$ cat src/rtl/nids_alert_manager_if.sv
// Detector verdict inputs and the framed record byte stream of the alert manager.
// The slave modport is the alert manager's view; master is the surrounding datapath.
interface nids_alert_manager_if #(
    parameter int NUM_CH  = 4,
    parameter int CLASS_W = 8
);
    logic [NUM_CH-1:0]         det_valid;
    logic [NUM_CH-1:0]         det_anomaly;
    logic [NUM_CH*CLASS_W-1:0] det_class;
    logic [NUM_CH-1:0]         cfg_enable;
    logic [7:0]                tx_data;
    logic                      tx_valid;
    logic                      tx_ready;

    modport master (output det_valid, det_anomaly, det_class, cfg_enable, tx_ready,
                    input  tx_data, tx_valid);
    modport slave  (input  det_valid, det_anomaly, det_class, cfg_enable, tx_ready,
                    output tx_data, tx_valid);
endinterface

$ cat src/rtl/nids_alert_manager.sv
// Multi-channel alert aggregator: qualify, hold-off, pending latch, round-robin
// into a record FIFO, then serialize each record as A5 / CHAN / CLASS / CSUM bytes.
module nids_alert_manager #(
    parameter int NUM_CH     = 4,
    parameter int CLASS_W    = 8,
    parameter int FIFO_DEPTH = 16,
    parameter int HOLDOFF    = 1024
) (
    input  logic                        clk_125mhz,
    input  logic                        rst,
    nids_alert_manager_if.slave         bus,
    output logic                        alert_active,
    output logic [15:0]                 drop_count,
    output logic [15:0]                 supp_count,
    output logic [$clog2(FIFO_DEPTH):0] fifo_level
);
    localparam int AW = $clog2(FIFO_DEPTH);
    localparam int CW = (NUM_CH > 1) ? $clog2(NUM_CH) : 1;
    localparam int HW = (HOLDOFF > 0) ? $clog2(HOLDOFF + 1) : 1;
    localparam logic [7:0] SYNC_BYTE = 8'hA5;

    typedef enum logic [2:0] {S_IDLE, S_SYNC, S_CHAN, S_CLASS, S_CSUM} state_e;

    function automatic logic [15:0] sat_add(input logic [15:0] a, input logic [4:0] n);
        logic [16:0] s;
        s = {1'b0, a} + {12'd0, n};
        return s[16] ? 16'hFFFF : s[15:0];
    endfunction

    logic [NUM_CH-1:0] pv_q, pv_d;
    logic [HW-1:0]     hold_q [NUM_CH];
    logic [HW-1:0]     hold_d [NUM_CH];
    logic [CW-1:0]     rr_q, rr_d;
    logic [AW:0]       wp_q, rp_q;
    state_e            state_q, state_d;
    logic              alert_q;
    logic [15:0]       drop_q, supp_q;

    logic              pa_q  [NUM_CH];
    logic [7:0]        pc_q  [NUM_CH];
    logic [12:0]       mem_q [FIFO_DEPTH];
    logic [12:0]       rec_q;

    logic [NUM_CH-1:0] qual, blocked, latch, gnt_oh, drop_v;
    logic [7:0]        cls_ext [NUM_CH];
    logic [4:0]        ndrop;
    logic              gnt_vld, push, pop, full, empty, can_push;
    logic [CW-1:0]     gnt_ch;
    logic [AW:0]       level;
    logic [12:0]       push_data;
    logic [7:0]        chan_byte, csum_byte, tx_byte;
    logic              tx_vld;

    // Stage p0: qualification and hold-off
    always_comb begin
        qual    = '0;
        blocked = '0;
        for (int c = 0; c < NUM_CH; c++) begin
            cls_ext[c] = '0;
            cls_ext[c][CLASS_W-1:0] = bus.det_class[c*CLASS_W +: CLASS_W];
            qual[c]    = bus.det_valid[c] & bus.cfg_enable[c] &
                         (bus.det_anomaly[c] | (cls_ext[c] != 8'd0));
            blocked[c] = (hold_q[c] != '0);
            hold_d[c]  = hold_q[c];
            if (qual[c] && !blocked[c])
                hold_d[c] = HW'(HOLDOFF);
            else if (hold_q[c] != '0)
                hold_d[c] = hold_q[c] - HW'(1);
        end
        latch = qual & ~blocked;
    end

    assign level = wp_q - rp_q;
    assign full  = (level == (AW+1)'(FIFO_DEPTH));
    assign empty = (wp_q == rp_q);
    // A pop in the same cycle frees the slot, so a full FIFO can still accept
    assign can_push = !full || pop;

    // Stage p1: round-robin grant from the pending registers into the FIFO
    always_comb begin
        logic [CW:0] s;
        s       = '0;
        gnt_vld = 1'b0;
        gnt_ch  = '0;
        for (int k = 0; k < NUM_CH; k++) begin
            s = {1'b0, rr_q} + (CW+1)'(k);
            if (s >= (CW+1)'(NUM_CH))
                s = s - (CW+1)'(NUM_CH);
            if (!gnt_vld && pv_q[s[CW-1:0]]) begin
                gnt_vld = 1'b1;
                gnt_ch  = s[CW-1:0];
            end
        end
        push      = gnt_vld & can_push;
        gnt_oh    = push ? (NUM_CH'(1) << gnt_ch) : '0;
        push_data = {4'(gnt_ch), pa_q[gnt_ch], pc_q[gnt_ch]};
        rr_d      = rr_q;
        if (push)
            rr_d = (gnt_ch == CW'(NUM_CH - 1)) ? '0 : gnt_ch + CW'(1);
        pv_d   = latch | (pv_q & ~gnt_oh);
        drop_v = latch & pv_q & ~gnt_oh;
        ndrop  = '0;
        for (int c = 0; c < NUM_CH; c++)
            ndrop = ndrop + 5'(drop_v[c]);
    end

    assign chan_byte = {rec_q[12:9], 3'b000, rec_q[8]};
    assign csum_byte = SYNC_BYTE ^ chan_byte ^ rec_q[7:0];

    // Stage p2: serializer; IDLE pops only once the sink is ready so backlog stays in the FIFO
    always_comb begin
        state_d = state_q;
        pop     = 1'b0;
        tx_vld  = (state_q != S_IDLE);
        tx_byte = 8'h00;
        case (state_q)
            S_IDLE: if (!empty && bus.tx_ready) begin
                pop     = 1'b1;
                state_d = S_SYNC;
            end
            S_SYNC: begin
                tx_byte = SYNC_BYTE;
                if (bus.tx_ready) state_d = S_CHAN;
            end
            S_CHAN: begin
                tx_byte = chan_byte;
                if (bus.tx_ready) state_d = S_CLASS;
            end
            S_CLASS: begin
                tx_byte = rec_q[7:0];
                if (bus.tx_ready) state_d = S_CSUM;
            end
            S_CSUM: begin
                tx_byte = csum_byte;
                if (bus.tx_ready) begin
                    pop     = !empty;
                    state_d = empty ? S_IDLE : S_SYNC;
                end
            end
            default: state_d = S_IDLE;
        endcase
    end

    always_ff @(posedge clk_125mhz) begin
        if (rst) begin
            pv_q    <= '0;
            rr_q    <= '0;
            wp_q    <= '0;
            rp_q    <= '0;
            state_q <= S_IDLE;
            alert_q <= 1'b0;
            drop_q  <= '0;
            supp_q  <= '0;
            for (int c = 0; c < NUM_CH; c++) hold_q[c] <= '0;
        end else begin
            pv_q    <= pv_d;
            rr_q    <= rr_d;
            wp_q    <= wp_q + (AW+1)'(push);
            rp_q    <= rp_q + (AW+1)'(pop);
            state_q <= state_d;
            alert_q <= |qual;
            drop_q  <= sat_add(drop_q, ndrop);
            supp_q  <= sat_add(supp_q, {4'd0, |(qual & blocked)});
            for (int c = 0; c < NUM_CH; c++) hold_q[c] <= hold_d[c];
        end
    end

    always_ff @(posedge clk_125mhz) begin
        for (int c = 0; c < NUM_CH; c++) begin
            if (latch[c]) begin
                pa_q[c] <= bus.det_anomaly[c];
                pc_q[c] <= cls_ext[c];
            end
        end
        if (push) mem_q[wp_q[AW-1:0]] <= push_data;
        if (pop)  rec_q <= mem_q[rp_q[AW-1:0]];
    end

    assign bus.tx_valid = tx_vld;
    assign bus.tx_data  = tx_byte;
    assign alert_active = alert_q;
    assign drop_count   = drop_q;
    assign supp_count   = supp_q;
    assign fifo_level   = level;
endmodule

$ cat src/flat_wrapper.sv
// flat-port wrapper written by rule: the top's interface ports become plain ports
module nids_alert_manager_flat 
#(
    parameter int NUM_CH     = 4,
    parameter int CLASS_W    = 8,
    parameter int FIFO_DEPTH = 16,
    parameter int HOLDOFF    = 1024
)
  (clk_125mhz, rst, alert_active, drop_count, supp_count, fifo_level, bus_det_valid, bus_det_anomaly, bus_det_class, bus_cfg_enable, bus_tx_ready, bus_tx_data, bus_tx_valid);
  nids_alert_manager_if #(.NUM_CH(NUM_CH), .CLASS_W(CLASS_W)) bus_i ();
  input  logic clk_125mhz;
  input  logic rst;
  output logic alert_active;
  output logic [15:0] drop_count;
  output logic [15:0] supp_count;
  output logic [$clog2(FIFO_DEPTH):0] fifo_level;
  input wire logic [$bits(bus_i.det_valid)-1:0] bus_det_valid;
  input wire logic [$bits(bus_i.det_anomaly)-1:0] bus_det_anomaly;
  input wire logic [$bits(bus_i.det_class)-1:0] bus_det_class;
  input wire logic [$bits(bus_i.cfg_enable)-1:0] bus_cfg_enable;
  input wire logic [$bits(bus_i.tx_ready)-1:0] bus_tx_ready;
  output wire logic [$bits(bus_i.tx_data)-1:0] bus_tx_data;
  output wire logic [$bits(bus_i.tx_valid)-1:0] bus_tx_valid;
  assign bus_i.det_valid = bus_det_valid;
  assign bus_i.det_anomaly = bus_det_anomaly;
  assign bus_i.det_class = bus_det_class;
  assign bus_i.cfg_enable = bus_cfg_enable;
  assign bus_i.tx_ready = bus_tx_ready;
  assign bus_tx_data = bus_i.tx_data;
  assign bus_tx_valid = bus_i.tx_valid;
  nids_alert_manager #(.NUM_CH(NUM_CH), .CLASS_W(CLASS_W), .FIFO_DEPTH(FIFO_DEPTH), .HOLDOFF(HOLDOFF)) u_core (.clk_125mhz(clk_125mhz), .rst(rst), .bus(bus_i), .alert_active(alert_active), .drop_count(drop_count), .supp_count(supp_count), .fifo_level(fifo_level));
endmodule
$ cat config.mk
export PLATFORM = sky130hd
export DESIGN_NAME = nids_alert_manager_flat
export DESIGN_NICKNAME = d
export VERILOG_FILES = /design/src/rtl/nids_alert_manager_if.sv /design/src/rtl/nids_alert_manager.sv /design/src/flat_wrapper.sv
export SDC_FILE = /design/constraint.sdc
export NUM_CORES = 1
export LEC_CHECK = 0
export CAP_MARGIN = 20
export CORE_AREA = 8 8 207 209
export CTS_CLUSTER_SIZE = 24
export DETAILED_ROUTE_END_ITERATION = 6
export DIE_AREA = 0 0 215 217
export REMOVE_ABC_BUFFERS = 1
export SLEW_MARGIN = 20
export SYNTH_ARGS = -nofsm -noshare
export SYNTH_HDL_FRONTEND = slang
export SYNTH_SLANG_ARGS = --single-unit
$ cat constraint.sdc
create_clock -name clk_125mhz -period 15.7 [get_ports clk_125mhz]
set_input_delay 3.925 -clock clk_125mhz [delete_from_list [all_inputs] [get_ports clk_125mhz]]
set_output_delay 3.925 -clock clk_125mhz [all_outputs]
set_load 0.005 [all_outputs]
==> results of run 1 <==
-- routing by layer --
metal	track usage [%]	routed length (um)	share of wire, %
met3	2.580	1490	4.9
met4	3.087	578	1.9
met1	16.98	14130	47
met2	21.13	14140	47
met5	0	0	0
-- stage by stage --
stage               cells  hold slack, ns  util [%]  total power [W]
floorplan             983          0.4337         -         0.001554
global placement     1624          0.4583     38.75         0.001761
detailed placement   1625          0.4694     38.77         0.001780
CTS                  1687          0.4768     41.76         0.002626
global route         1687          0.5117     41.77         0.002734
finish               1687          0.4771     41.77         0.002601
-- kinds of logic after synthesis --
| logic type | Yosys count | share of synthesized area, % |
|---|---|---|
| DFF | 319 | 63.24 |
| AOI/OAI and AO/OA | 114 | 5.371 |
| xor gates and xnor gates | 60 | 3.856 |
| buffers and inverters | 85 | 2.516 |
| and+or+nand+nor | 347 | 12.81 |
| adders and majority gates | 27 | 2.644 |
| muxes | 75 | 9.558 |
-- area by class of cell --
class                   count  area, um^2
repair buffers            117        1104
flip-flops and latches    319        8620
multi-input cells         623        4771
inverters                  41       153.9
well taps                 525       656.9
fillers                  3689       22980
clock buffers              45       965.9
clock inverters            17       210.2
-- critical path: stages --
cell and delay (ns):
clkdlybuf4s50_1 0.44, nor4_1 0.60, a31oi_1 0.34, and3_1 0.49
inv_1 0.12, a211oi_1 0.07, ha_1 0.32, fa_1 0.39
ha_1 0.31, inv_1 0.06, fa_1 0.43, nor2b_1 0.20
o21bai_1 0.13, nor2_1 0.18, nand2_1 0.30, a21oi_1 0.23
-- Yosys cell counts (4+ instances only) --
library cell	count	area share, %
edfxtp_1	223	49
a31oi_1	18	0.83
a21oi_1	51	1.9
nor2b_1	12	0.55
buf_1	4	0.11
xnor2_1	35	2.2
mux2i_1	30	2.2
a311oi_1	5	0.32
inv_1	37	1.0
dfxtp_1	96	14
and3_1	18	0.83
clkbuf_1	27	0.74
nand2b_1	10	0.46
and2_1	7	0.32
buf_2	10	0.37
inv_2	4	0.11
nor4_1	19	0.87
xor2_1	25	1.6
ha_1	24	2.2
nor2_1	76	2.1
nand4_1	6	0.28
or4_1	6	0.33
mux4_2	44	7.3
nor3_1	45	1.7
nand3b_1	4	0.22
nand2_1	96	2.6
a211oi_1	7	0.39
nand3_1	19	0.70
o21ai_0	5	0.18
-- how the worst min path moves through the flow --
stage	from	to	slack (ns)	cells past startpoint
floorplan	u_core.hold_q[3][10]$_SDFFE_PP0P_	u_core.hold_q[3][10]$_SDFFE_PP0P_	0.43	2
global placement	u_core.hold_q[3][10]$_SDFFE_PP0P_	u_core.hold_q[3][10]$_SDFFE_PP0P_	0.46	2
detailed placement	u_core.hold_q[3][10]$_SDFFE_PP0P_	u_core.hold_q[3][10]$_SDFFE_PP0P_	0.47	2
CTS	u_core.hold_q[3][10]$_SDFFE_PP0P_	u_core.hold_q[3][10]$_SDFFE_PP0P_	0.48	2
global route	u_core.hold_q[3][9]$_SDFFE_PP0P_	u_core.hold_q[3][9]$_SDFFE_PP0P_	0.51	2
finish	u_core.hold_q[3][10]$_SDFFE_PP0P_	u_core.hold_q[3][10]$_SDFFE_PP0P_	0.48	2
-- registers in the layout, indices dropped and copies added, names as in the netlist --
signal	count
u_core.pv_q	4
u_core.pa_q	4
u_core.pc_q	32
u_core.rec_q	11
u_core.rp_q	5
u_core.mem_q	176
u_core.hold_q	44
u_core.state_q	3
u_core.supp_count	16
u_core.wp_q	5
u_core.alert_active	1
u_core.rr_q	2
u_core.drop_count	16
-- report_power, final --
part           internal, W  total, W  switching, W
clock network     0.000517  0.000843      0.000326
registers          0.00106   0.00112     0.0000564
logic             0.000258  0.000643      0.000385
==> run metrics, run 1 <==
status=complete, no violations; final instance area=16480 um^2; Final Skew=0.01664 ns; vias in the first global route=8596; Slew @ Worst Pin=0.9738 ns; internal reg-to-reg setup slack=9.84 ns; Synth Cell Area=13630 um^2; setup TNS=0 ns; DRC Markers=0; drt total wl=30340 um; H-tree depth=2; Main synth FF type=edfxtp_1; number of synthesized flops with an enable pin=223; Peak VDD IR=0.0001135 V; CP endpoint=u_core.drop_count[2]$_SDFF_PP0_; Pwr Density=157.8 nW/um^2; post-layout minimum cycle time=8.110 ns; final hold vios=0; most frequent cells in the layout=223 x edfxtp_1, 96 x nand2_1, 95 x dfxtp_1; GP Congestion=0.8196; CP Class=in -> reg; post-synth cell types=67; standard-cell rows=73; Root Driver=clkbuf_16; CTS Buf Count=35; first-pass GRT wire length=48290 um; crit path DAT=8.54 ns; unrepaired setup endpoints after global routing=no; initial antenna violation count=0; Worst-path clk slew=0.06 ns; antenna-violating nets left=0; max-cap check violation count=0; DIE WIDTH=215 um; Die Ht=217 um; 1st-pass router iterations=5; # setup viols final=0; gr ovfl total=0; Worst Setup End Kind=register; layout cell share with drive strength beyond 1=12.56%; gr usage total=12.72%; length in cells of the worst reg-to-reg path=18; clock sink count=319; Required @ worst endpoint=16.13 ns; worst setup margin=7.590 ns; worst reg2reg startpoint=u_core.rp_q[2]$_SDFF_PP0_; Leak=5.597 nW; Placed Area=15300 um^2; flops & latches, synth=319; CP max FO=13; Hold-fix buffers, CTS=0; post-place setup slack=7.004 ns; CTS tree=done; RR Endpoint=u_core.drop_count[2]$_SDFF_PP0_; Ant. Diodes=0; Initial Util=34.54%; ys async rst share=0%; HPWL after DPL=20380 um; Post-Syn Area per Cell=13.27 um^2; Worst Setup SP=bus_det_class[15]; Buffers on Ports=93; DIE AREA=46660 um^2; startpoint class of the critical path=input pin; Clock Latency Late Sink=0.50 ns; Fmax achieved=123.3 MHz; total I/O pin count=94; synthesis-to-finish area growth=20.94%; Cells after Synth=1027; vias=8484; Initial DRC Count=444; Setup Buffers After CTS=0; post-route clock period utilization=51.65%; Pins Over Slew Limit=0; yosys warns=0; Vias/cell=5.029; Seq/Total Area, Yosys=63.24%; post-CTS sizing=0; Worst Hold Class=reg -> reg; slew margin rel.=34.59%; WL per Instance=17.99 um; nets@finish=1211; Core ar.=39460 um^2; most common cell after layout, fill and taps aside=edfxtp_1; CTS max path bufs=3; pin count of the biggest net entering global routing=61
Power figures use the tool's default switching activity.
==> run 2, diff against run 1 <==
==> constraint.sdc (replaced) <==
create_clock -name clk_125mhz -period 7.45 [get_ports clk_125mhz]
set_input_delay 1.8625 -clock clk_125mhz [delete_from_list [all_inputs] [get_ports clk_125mhz]]
set_output_delay 1.8625 -clock clk_125mhz [all_outputs]
set_load 0.005 [all_outputs]
==> run metrics, run 2 (synthesis gave the netlist of run 1 again) <==
Leak=5.570 nW; first-pass GRT wire length=48470 um; Core ar.=39460 um^2; Pwr Density=327.6 nW/um^2; CP Class=in -> reg; synthesis-to-finish area growth=20.64%; 1st-pass router iterations=4; Final Skew=0.02619 ns; Vias/cell=5.027; gr ovfl total=0; final hold vios=0; CP endpoint=u_core.drop_count[11]$_SDFF_PP0_; status=complete, no violations; gr usage total=12.83%; initial antenna violation count=0; layout cell share with drive strength beyond 1=12.30%; Clock Latency Late Sink=0.51 ns; post-layout minimum cycle time=6.082 ns; CTS Buf Count=36; max reg flops=176; Initial Util=34.54%; H-tree depth=2; CTS max path bufs=3; Initial DRC Count=515; GP Congestion=0.7680; setup TNS=0 ns; max-cap check violation count=0; RR Endpoint=u_core.drop_count[11]$_SDFF_PP0_; # setup viols final=0; Root Driver=clkbuf_16; standard-cell rows=73; Pins Over Slew Limit=0; Hold WS=0.4785 ns; Setup Buffers After CTS=0; Worst Setup SP=bus_det_class[15]; HPWL after DPL=20120 um; FF+latch area=8620 um^2; Buffers on Ports=93; length in cells of the worst reg-to-reg path=19; startpoint class of the critical path=input pin; Fillers=3687; Required @ worst endpoint=7.89 ns; CP max FO=13; worst reg2reg startpoint=u_core.wp_q[0]$_SDFF_PP0_; Hold-fix buffers, CTS=0; Slew @ Worst Pin=1.018 ns; DIE WIDTH=215 um; post-route clock period utilization=81.64%; clock sink count=319; vias=8486; total I/O pin count=94; slew margin rel.=32.14%; most common cell after layout, fill and taps aside=edfxtp_1; CTS tree=done; Die Ht=217 um; drt total wl=30190 um; Worst Setup End Kind=register; DIE AREA=46660 um^2; internal reg-to-reg setup slack=2.06 ns; pin count of the biggest net entering global routing=62; WL per Instance=17.88 um; fin util=41.66%; antenna-violating nets left=0; Ant. Diodes=0; Fmax achieved=164.4 MHz; nets@finish=1212; unrepaired setup endpoints after global routing=no; most frequent cells in the layout=223 x edfxtp_1, 96 x nand2_1, 95 x dfxtp_1; DRC Markers=0; area occupied by multi-input gates=4772 um^2; crit path DAT=6.52 ns; vias in the first global route=8540; post-CTS sizing=0; Final Total Pwr=0.005386 W; Worst Hold Class=reg -> reg; Worst-path clk slew=0.06 ns; Peak VDD IR=0.0001860 V
[run 2: worst min-delay path by stage]
stage | startpoint | endpoint | slack (ns) | cells after the start
2_1_floorplan | u_core.hold_q[3][10]$_SDFFE_PP0P_ | u_core.hold_q[3][10]$_SDFFE_PP0P_ | 0.43 | 2
3_3_place_gp | u_core.hold_q[3][10]$_SDFFE_PP0P_ | u_core.hold_q[3][10]$_SDFFE_PP0P_ | 0.46 | 2
3_5_place_dp | u_core.hold_q[3][10]$_SDFFE_PP0P_ | u_core.hold_q[3][10]$_SDFFE_PP0P_ | 0.47 | 2
4_1_cts | u_core.hold_q[3][10]$_SDFFE_PP0P_ | u_core.hold_q[3][10]$_SDFFE_PP0P_ | 0.47 | 2
5_1_grt | u_core.hold_q[3][10]$_SDFFE_PP0P_ | u_core.hold_q[3][10]$_SDFFE_PP0P_ | 0.52 | 2
6_report | u_core.hold_q[3][10]$_SDFFE_PP0P_ | u_core.hold_q[3][10]$_SDFFE_PP0P_ | 0.48 | 2
[run 2: area by class of cell]
| cell class | instances | share of cell area [%] |
|---|---|---|
| well taps | 525 | 3.996 |
| multi-input cells | 623 | 29.03 |
| repair buffers | 117 | 6.728 |
| clock buffers | 47 | 5.990 |
| clock inverters | 16 | 0.8905 |
| flip-flops and latches | 319 | 52.43 |
| inverters | 41 | 0.9361 |
[run 2: worst max-delay path, stage by stage]
cell             delay, ns
clkdlybuf4s50_1       0.43
nor4_1                0.62
a31oi_1               0.35
and3_1                0.49
inv_1                 0.12
a211oi_1              0.06
ha_1                  0.32
fa_1                  0.40
ha_1                  0.31
inv_1                 0.06
fa_1                  0.42
nor2b_1               0.21
o21bai_1              0.13
nor2_1                0.17
nand2_1               0.32
a21oi_1               0.24
[run 2: routing by layer]
metal  global-route usage, %  vias to the layer above  part of all wire [%]
li1                        -                     4070                     -
met1                   17.34                     4202                    47
met2                   21.15                      169                    47
met3                   2.552                       45                   4.9
met4                   3.019                        0                   1.7
met5                       0                        -                     0
[run 2: metrics by stage]
stage / worst slack, ns / area [um^2] / instances
2_1_floorplan: 1.638 / 13440 / 983
3_3_place_gp: 0.8885 / 15290 / 1625
3_5_place_dp: 0.7902 / 15300 / 1625
4_1_cts: 1.322 / 16440 / 1688
5_1_grt: 1.066 / 16440 / 1688
6_report: 1.368 / 16440 / 1688
[run 2: where the power goes]
part           internal [W]  switching [W]  total, W
combinational      0.000544       0.000804   0.00135
sequential          0.00223       0.000120   0.00235
clock               0.00100       0.000683   0.00169
==> run 3, diff against run 2 <==
==> constraint.sdc (replaced) <==
create_clock -name clk_125mhz -period 5 [get_ports clk_125mhz]
set_input_delay 1.25 -clock clk_125mhz [delete_from_list [all_inputs] [get_ports clk_125mhz]]
set_output_delay 1.25 -clock clk_125mhz [all_outputs]
set_load 0.005 [all_outputs]
==> run metrics, run 3 (synthesis gave the netlist of run 1 again) <==
Worst Hold Class=reg -> reg; Worst Setup End Kind=register; Setup Buffers After CTS=0; Core ar.=39460 um^2; Root Driver=clkbuf_16; CP max FO=3; H-tree depth=2; total I/O pin count=94; crit path DAT=5.08 ns; Vias/cell=4.990; worst setup margin=0.3689 ns; antenna-violating nets left=0; Die Ht=217 um; Leak=5.758 nW; M1 WL=13920 um; Hold WS=0.4792 ns; Buffers on Ports=93; Fmax achieved=215.9 MHz; gr ovfl total=0; final hold vios=0; post-place setup slack=-0.2502 ns; Hold-fix buffers, CTS=0; max reg flops=176; slew margin rel.=38.89%; 1st-pass router iterations=4; synthesis-to-finish area growth=22.28%; Pwr Density=481.2 nW/um^2; first-pass GRT wire length=49090 um; Layout Cells excl Fill=1728; fin util=42.23%; vias in the first global route=8796; max-cap check violation count=0; initial antenna violation count=0; DIE WIDTH=215 um; gr usage total=12.84%; nets@finish=1253; DRC Markers=0; WL met2=14150 um; most frequent cells in the layout=223 x edfxtp_1, 96 x nand2_1, 95 x dfxtp_1; layout cell share with drive strength beyond 1=15.54%; startpoint class of the critical path=input pin; setup TNS=0 ns; dpl cells=1668; Fillers=3664; length of routed met3 wiring=1749 um; DIE AREA=46660 um^2; Required @ worst endpoint=5.44 ns; status=complete, no violations; pin count of the biggest net entering global routing=46; FF+latch area=8620 um^2; post-route clock period utilization=92.62%; clock sink count=319; standard-cell rows=73; Slew @ Worst Pin=0.9166 ns; CTS tree=done; CTS max path bufs=3; WL per Instance=17.59 um; vias=8622; CP Class=in -> reg; CTS Buf Count=34; Peak VDD IR=0.0002726 V; HPWL after DPL=20830 um; post-layout minimum cycle time=4.631 ns; drt total wl=30400 um; Initial Util=34.54%; GP Congestion=0.7872; Clock Latency Late Sink=0.52 ns; Final Skew=0.01933 ns; area occupied by multi-input gates=4741 um^2; # setup viols final=0; unrepaired setup endpoints after global routing=no; top routing layer in use=met4; Worst-path clk slew=0.06 ns; post-CTS sizing=0; most common cell after layout, fill and taps aside=edfxtp_1; Pins Over Slew Limit=0; Ant. Diodes=0; Initial DRC Count=566
==> run 3: metrics by stage <==
step                power, W  instance area [um^2]
floorplan           0.004878                 13440
global placement    0.005573                 15580
detailed placement  0.005632                 15590
CTS                 0.008085                 16650
global route        0.008467                 16660
finish              0.008017                 16660
==> run 3: area by class of cell <==
class / count / area share, %
Sequential cell: 319 / 51.73
Multi-Input combinational cell: 623 / 28.45
Timing Repair Buffer: 160 / 8.576
Clock buffer: 41 / 5.264
Tap cell: 525 / 3.942
Clock inverter: 19 / 1.111
Inverter: 41 / 0.9236
==> run 3: path summary, 6_finish.rpt <==
check	startpoint	end	depth (start not counted)	slack (ns)
worst max-delay path	bus_det_class[12]	u_core.drop_count[10]$_SDFF_PP0_	17	0.37
worst min-delay path	u_core.hold_q[3][10]$_SDFFE_PP0P_	u_core.hold_q[3][10]$_SDFFE_PP0P_	2	0.48
worst min register to register	u_core.hold_q[3][10]$_SDFFE_PP0P_	u_core.hold_q[3][10]$_SDFFE_PP0P_	2	0.48
worst max register to register	u_core.wp_q[0]$_SDFF_PP0_	u_core.drop_count[10]$_SDFF_PP0_	18	0.39
==> run 3: report_power, final <==
group / internal (W) / switching [W]
Combinational: 0.000856 / 0.00124
Clock: 0.00141 / 0.00102
Sequential: 0.00332 / 0.000167
Total: 0.00559 / 0.00242
==> run 3: worst max-delay path, cell delays in order <==
cell and delay (ns):
clkdlybuf4s50_1 0.43, nor4_1 0.52, a31oi_1 0.19, and3_1 0.23, inv_1 0.09, a211oi_1 0.07
ha_1 0.30, fa_1 0.39, ha_1 0.30, inv_1 0.06, fa_1 0.40, nor2b_1 0.17
buf_4 0.13, o21ba_2 0.14, nand4_1 0.11, xor2_1 0.16, a21oi_1 0.13
==> run 3: per-layer routing <==
layer	up-vias	global-route usage [%]
met5	-	0
met4	0	3.132
met3	45	2.788
met2	217	20.94
met1	4222	17.34
li1	4138	-
